## src/rtl/ps2_pkg.sv

```systemverilog
// Shared definitions for the PS/2 receiver: FSM state encoding and frame constants.
// The top (ps2_rx) optionally enforces odd parity when PS2_RX_PARITY_CHECK_EN is defined.
package ps2_pkg;

  typedef enum logic [1:0] {
    ST_IDLE   = 2'd0,
    ST_DATA   = 2'd1,
    ST_PARITY = 2'd2,
    ST_STOP   = 2'd3
  } ps2_state_e;

  localparam int          FRAME_DATA_BITS = 8;
  localparam logic [7:0]  BREAK_CODE      = 8'hF0;
  localparam logic [7:0]  EXT_CODE        = 8'hE0;

endpackage

```

## src/rtl/ps2_clk_filter.sv

```systemverilog
// Pin conditioning for PS/2: synchronises both pins, debounces ps2_clk and
// emits a one-cycle fall pulse when the filtered clock goes 1->0.
module ps2_clk_filter #(
  parameter int SYNC_STAGES = 2,
  parameter int FILTER_LEN  = 8
) (
  input  logic clock,
  input  logic reset,
  input  logic ps2_clk,
  input  logic ps2_data,
  output logic fall,
  output logic data_s,
  output logic clk_filt
);

  localparam int FW = (FILTER_LEN > 1) ? $clog2(FILTER_LEN) : 1;
  localparam logic [FW-1:0] F_LAST = FW'(FILTER_LEN - 1);

  logic [SYNC_STAGES-1:0] clk_sync;
  logic [SYNC_STAGES-1:0] data_sync;
  logic [FW-1:0]          filt_cnt;
  logic                   clk_s;

  assign clk_s  = clk_sync[SYNC_STAGES-1];
  assign data_s = data_sync[SYNC_STAGES-1];

  always_ff @(posedge clock) begin
    if (reset) begin
      clk_sync  <= '1;
      data_sync <= '1;
    end else begin
      clk_sync  <= {clk_sync[SYNC_STAGES-2:0], ps2_clk};
      data_sync <= {data_sync[SYNC_STAGES-2:0], ps2_data};
    end
  end

  // The filtered level flips only after FILTER_LEN consecutive samples disagree with it.
  always_ff @(posedge clock) begin
    if (reset) begin
      filt_cnt <= '0;
      clk_filt <= 1'b1;
      fall     <= 1'b0;
    end else begin
      fall <= 1'b0;
      if (clk_s == clk_filt) begin
        filt_cnt <= '0;
      end else if (filt_cnt == F_LAST) begin
        filt_cnt <= '0;
        clk_filt <= clk_s;
        fall     <= clk_filt & ~clk_s;
      end else begin
        filt_cnt <= filt_cnt + 1'b1;
      end
    end
  end

endmodule

```

## src/rtl/ps2_rx.sv

```systemverilog
// PS/2 device-to-host frame receiver: start, 8 data bits LSB first, odd parity, stop.
// Define PS2_RX_PARITY_CHECK_EN to drop frames whose parity is wrong.
module ps2_rx
  import ps2_pkg::*;
#(
  parameter int SYNC_STAGES    = 2,
  parameter int FILTER_LEN     = 8,
  parameter int TIMEOUT_CYCLES = 50000
) (
  input  logic       clock,
  input  logic       reset,
  input  logic       ps2_clk,
  input  logic       ps2_data,
  output logic [7:0] data_out,
  output logic       key_pressed,
  output logic       frame_err,
  output ps2_state_e state_dbg
);

  localparam int TW = $clog2(TIMEOUT_CYCLES + 1);
  localparam logic [TW-1:0] T_LIMIT  = TW'(TIMEOUT_CYCLES);
  localparam logic [2:0]    BIT_LAST = 3'(FRAME_DATA_BITS - 1);

`ifdef PS2_RX_PARITY_CHECK_EN
  localparam bit PARITY_CHECK = 1'b1;
`else
  localparam bit PARITY_CHECK = 1'b0;
`endif

  // Valid/ready does not apply here: key_pressed and frame_err are single-cycle
  // strobes with no backpressure; data_out is stable from key_pressed until the next one.

  logic            fall;
  logic            data_s;
  logic            clk_filt;
  ps2_state_e      state;
  logic [2:0]      bit_cnt;
  logic [7:0]      shift;
  logic            par_acc;
  logic [TW-1:0]   tcnt;

  ps2_clk_filter #(
    .SYNC_STAGES (SYNC_STAGES),
    .FILTER_LEN  (FILTER_LEN)
  ) u_filter (
    .clock    (clock),
    .reset    (reset),
    .ps2_clk  (ps2_clk),
    .ps2_data (ps2_data),
    .fall     (fall),
    .data_s   (data_s),
    .clk_filt (clk_filt)
  );

  assign state_dbg = state;

  always_ff @(posedge clock) begin
    if (reset) begin
      state       <= ST_IDLE;
      bit_cnt     <= '0;
      shift       <= '0;
      par_acc     <= 1'b0;
      tcnt        <= '0;
      data_out    <= 8'h00;
      key_pressed <= 1'b0;
      frame_err   <= 1'b0;
    end else begin
      key_pressed <= 1'b0;
      frame_err   <= 1'b0;

      case (state)
        ST_IDLE: begin
          tcnt <= '0;
          if (fall && !data_s) begin
            state   <= ST_DATA;
            bit_cnt <= '0;
            par_acc <= 1'b0;
          end
        end
        ST_DATA: begin
          if (fall) begin
            shift   <= {data_s, shift[7:1]};
            par_acc <= par_acc ^ data_s;
            tcnt    <= '0;
            if (bit_cnt == BIT_LAST) state <= ST_PARITY;
            else                     bit_cnt <= bit_cnt + 1'b1;
          end
        end
        ST_PARITY: begin
          if (fall) begin
            par_acc <= par_acc ^ data_s;
            tcnt    <= '0;
            state   <= ST_STOP;
          end
        end
        ST_STOP: begin
          if (fall) begin
            tcnt  <= '0;
            state <= ST_IDLE;
            // With odd parity the XOR over data plus parity bit must be 1.
            if (data_s && (!PARITY_CHECK || par_acc)) begin
              data_out    <= shift;
              key_pressed <= 1'b1;
            end else begin
              frame_err <= 1'b1;
            end
          end
        end
        default: state <= ST_IDLE;
      endcase

      // A fall in the same cycle as expiry wins because this only runs without one.
      if (state != ST_IDLE && !fall) begin
        if (tcnt == T_LIMIT) begin
          frame_err <= 1'b1;
          state     <= ST_IDLE;
          tcnt      <= '0;
        end else begin
          tcnt <= tcnt + 1'b1;
        end
      end
    end
  end

  logic unused_ok;
  assign unused_ok = clk_filt;

endmodule

```

## config.mk

```make
export PLATFORM = sky130hd
export DESIGN_NAME = ps2_rx
export DESIGN_NICKNAME = d
export VERILOG_FILES = /design/src/rtl/ps2_pkg.sv /design/src/rtl/ps2_clk_filter.sv /design/src/rtl/ps2_rx.sv
export SDC_FILE = /design/constraint.sdc
export NUM_CORES = 1
export LEC_CHECK = 0
export CORE_MARGIN = 2
export CORE_UTILIZATION = 50
export DETAILED_ROUTE_END_ITERATION = 6
export DONT_BUFFER_PORTS = 1
export PLACE_DENSITY_LB_ADDON = 0.12
export SLEW_MARGIN = 20
export SYNTH_ARGS = -nofsm -noshare
export SYNTH_HDL_FRONTEND = slang
export SYNTH_SLANG_ARGS = --single-unit
```

## constraint.sdc

```tcl
create_clock -name clock -period 1.6 [get_ports clock]
set_clock_uncertainty 0.2 [all_clocks]
set_input_delay 0.48 -clock clock [delete_from_list [all_inputs] [get_ports clock]]
set_output_delay 0.48 -clock clock [all_outputs]
set_load 0.01 [all_outputs]
```

==> run summary <==
detailed placement HPWL -> 2520 um
port bufs -> 0
outcome -> finished with violations
fill cell count -> 297
number of vias after detailed routing -> 1,632
total routing usage reported by global routing -> 17.4%
number of buffer and inverter instances along the worst setup path -> 1
Worst Setup Start Kind -> flop
Crit Path Class -> flop to flop
leading post-synthesis cells by instance count -> 48 x dfxtp_1, 35 x nand2_1, 19 x nor2_1
termination of the worst setup path -> tcnt[14]$_SDFFE_PP0P_
via count of the first global-routing pass -> 1,407
setup repair after global routing missed its margin -> true
number of nets at the end of the flow -> 262
critical path depth -> 6
DRT iter0 DRCs -> 78
biggest area consumer among synthesized cells -> dfxtp_1
reg-to-reg endpoint -> tcnt[14]$_SDFFE_PP0P_
transition at the pin with the smallest max-transition slack -> 0.310 ns
n_diodes -> 0
Largest stage delay, worst path -> 0.35 ns
nets in the synthesized netlist -> 235
leakage -> 0.987 nW
critical path required time -> 1.60 ns
share of cells above drive strength 1 -> 36.1%
Area contributors post-synth -> dfxtp_1 48%, nand2_1 6.5%, xnor2_1 4.8%
Max rail drop VDD -> 0.000425 V
Layout Area Growth over Synthesis -> 31.5%
CP endpoint kind -> flop
Tcrit/Tclk final -> 101%
crit-path cells -> buf_4, ha_4, nand2_4, nor4_4, xnor2_2, nor2_4
Die Y -> 67.6 um
parity-gate share of the synthesized area counting xor and xnor cells -> 6.07%
cts-stage hold buffer count -> 0
Synth Area in Simple Gates -> 27.9%
number of detailed-route iterations in the first pass -> 5
pin count of the biggest net entering global routing -> 33
maximum clock frequency -> 0.620 GHz
multiplexer area fraction after synthesis -> 1.49%
final setup violation count -> 1
kind of cell adding the most delay to the critical path -> simple AND/OR/NAND/NOR gates
boundary pin count -> 16
timing startpoint of the critical path -> tcnt[0]$_SDFFE_PP0P_
final critical path time including I/O delays and setup -> 1.61 ns
EDFF count, synth -> 0
final hold vios -> 0
sequential element share of the synthesized area -> 47.6%
via density per instance -> 5.40
clock transition at the register clock pins on the worst setup and hold paths after CTS -> 0.09 ns
Post-Syn Area per Cell -> 9.02 um^2
global route total overflow -> 0
initial cell density of the core -> 51.3%
Max-slew headroom -> 79.2%
number of distinct library cells after synthesis -> 37
final estimated routing congestion in global placement -> 0.820
most repeated cell in the gate-level netlist after synthesis -> dfxtp_1
die outline area -> 4570 um^2
horizontal die dimension -> 67.6 um
wire length of the first global-routing pass -> 6030 um
placeable core region -> 3940 um^2
Yosys reg bits -> 48
DRC violation count after routing -> 0
Top FF cell, synth -> dfxtp_1
clock sink count -> 48
worst endpoint data arrival time -> 1.61 ns
startpoint of the most critical register-to-register path -> tcnt[0]$_SDFFE_PP0P_
pwr dens -> 784 nW/um^2
violated checks -> setup timing
end-of-flow core utilization -> 67.4%
share of the synthesized area in the top cell type -> 47.6%
maximum fanout along the worst path -> 5
post-synthesis instance area -> 2020 um^2
final number of max-transition violations -> 0
number of nets still failing antenna checks after routing -> 0
H-tree depth -> 2
worst hold margin -> 0.0283 ns
CTS tree -> done
Clk Tree Root Cell -> clkbuf_8
Compound-Gate Fraction of Synth Area -> 8.42%
proportion of register bits with asynchronous set or reset after synthesis -> 0%
Worst R2R Path Depth -> 6
source-to-sink clock delay at the later pin of the worst-skew pair -> 0.30 ns
worst min-delay path class -> input pin to flop
total number of placement rows -> 23
cell with the biggest individual delay on the critical path -> dfxtp_2
MaxCap Viol Count -> 0
area of the multi-input gates -> 1220 um^2
Post-Syn Instances -> 224
worst reg-to-reg setup slack -> -0.01 ns
detailed-route wire length per cell -> 14.1 um
final worst slack -> -0.0125 ns
overall routed net length -> 4270 um
initial antenna violation count -> 0
number of buffers created by CTS -> 5
area of all sequential standard cells -> 975 um^2
post-synthesis adder-cell area fraction -> 4.33%
number of warning messages in the yosys log -> 0
largest family of logic cells by synthesized area -> simple AND/OR/NAND/NOR gates
buffers from clock root to sink, at most -> 2
[cell usage in the layout, fill, tap and decap left out, drive strengths merged, types with 3 or more instances in the layout]
cell type and instances:
ha 7, buf 27, nand4 7, or2 6
xor2 3, xnor2 11, inv 10, nor3 7
mux2i 3, and4bb 3, nor4 5, a21oi 18
dfxtp 48, nand3 15, clkbuf 6, nand2 35
nor2 22
[worst min-delay path by stage]
stage	from	to	slack, ns	cells after the start
after CTS	reset	bit_cnt[1]$_SDFFE_PP0P_	0.03	1
after global placement	u_filter.clk_sync[0]$_SDFF_PP1_	u_filter.clk_sync[1]$_SDFF_PP1_	0.20	1
after floorplan	u_filter.clk_sync[0]$_SDFF_PP1_	u_filter.clk_sync[1]$_SDFF_PP1_	0.19	1
after global routing	reset	bit_cnt[1]$_SDFFE_PP0P_	0.01	1
after detailed placement	u_filter.clk_sync[0]$_SDFF_PP1_	u_filter.clk_sync[1]$_SDFF_PP1_	0.20	1
final	reset	bit_cnt[1]$_SDFFE_PP0P_	0.03	1
[what timing repair did]
action	in CTS	in global routing
gates resized for setup	9	50
endpoints found under the setup margin	21	24
pin swaps	1	20
cloned	0	2
setup buffers	2	2
[layout make-up]
type | instances | area share (%)
Timing Repair Buffer | 28 | 9.47
Clock buffer | 5 | 2.59
Tap cell | 50 | 2.36
Sequential cell | 48 | 36.7
Inverter | 10 | 1.41
Clock inverter | 3 | 1.60
Multi-Input combinational cell | 158 | 45.9
[logic make-up (layout without fill, tap and decap cells)]
kind of cell | Yosys count | in the layout
AOI/OAI and AO/OA | 26 | 26
xor gates and xnor gates | 14 | 14
adders and majority gates | 7 | 7
buffers and inverters | 19 | 46
DFF | 48 | 48
muxes | 3 | 3
and+or+nand+nor | 107 | 108
[where the power goes]
part	leakage, nW	switching [W]	total, W	internal (W)
Combinational	0.540	0.00000488	0.0000108	0.00000590
Sequential	0.392	0.00000295	0.00120	0.00120
Clock	0.0541	0.000410	0.000873	0.000463
Total	0.987	0.000418	0.00208	0.00167
[state kept, by name (all words and copies together), names as in the netlist]
register            count
frame_err               1
shift                   8
u_filter.data_sync      2
data_out                8
state_dbg               2
u_filter.clk_sync       2
u_filter.clk_filt       1
bit_cnt                 3
u_filter.filt_cnt       3
key_pressed             1
tcnt                   16
u_filter.fall           1
[routing by layer]
| metal | track usage, % | vias to the layer above | share of wire [%] |
|---|---|---|---|
| li1 | - | 818 | - |
| met1 | 19.5 | 776 | 45 |
| met2 | 31.1 | 31 | 51 |
| met3 | 4.17 | 7 | 3.0 |
| met4 | 7.65 | 0 | 1.6 |
| met5 | 0 | - | 0 |
[metrics by stage]
stage          setup slack, ns   TNS, ns  cell area, um^2  std cells  total power (W)
3_5_place_dp           -0.0657    -0.665             2210        288          0.00124
3_3_place_gp          -0.00431  -0.00431             2210        288          0.00124
2_1_floorplan          -0.0116   -0.0116             2030        224          0.00125
5_1_grt                -0.0631    -0.340             2660        302          0.00215
6_report               -0.0125   -0.0125             2660        302          0.00208
4_1_cts                -0.0453   -0.0453             2400        298          0.00210
Power figures use the tool's default switching activity.
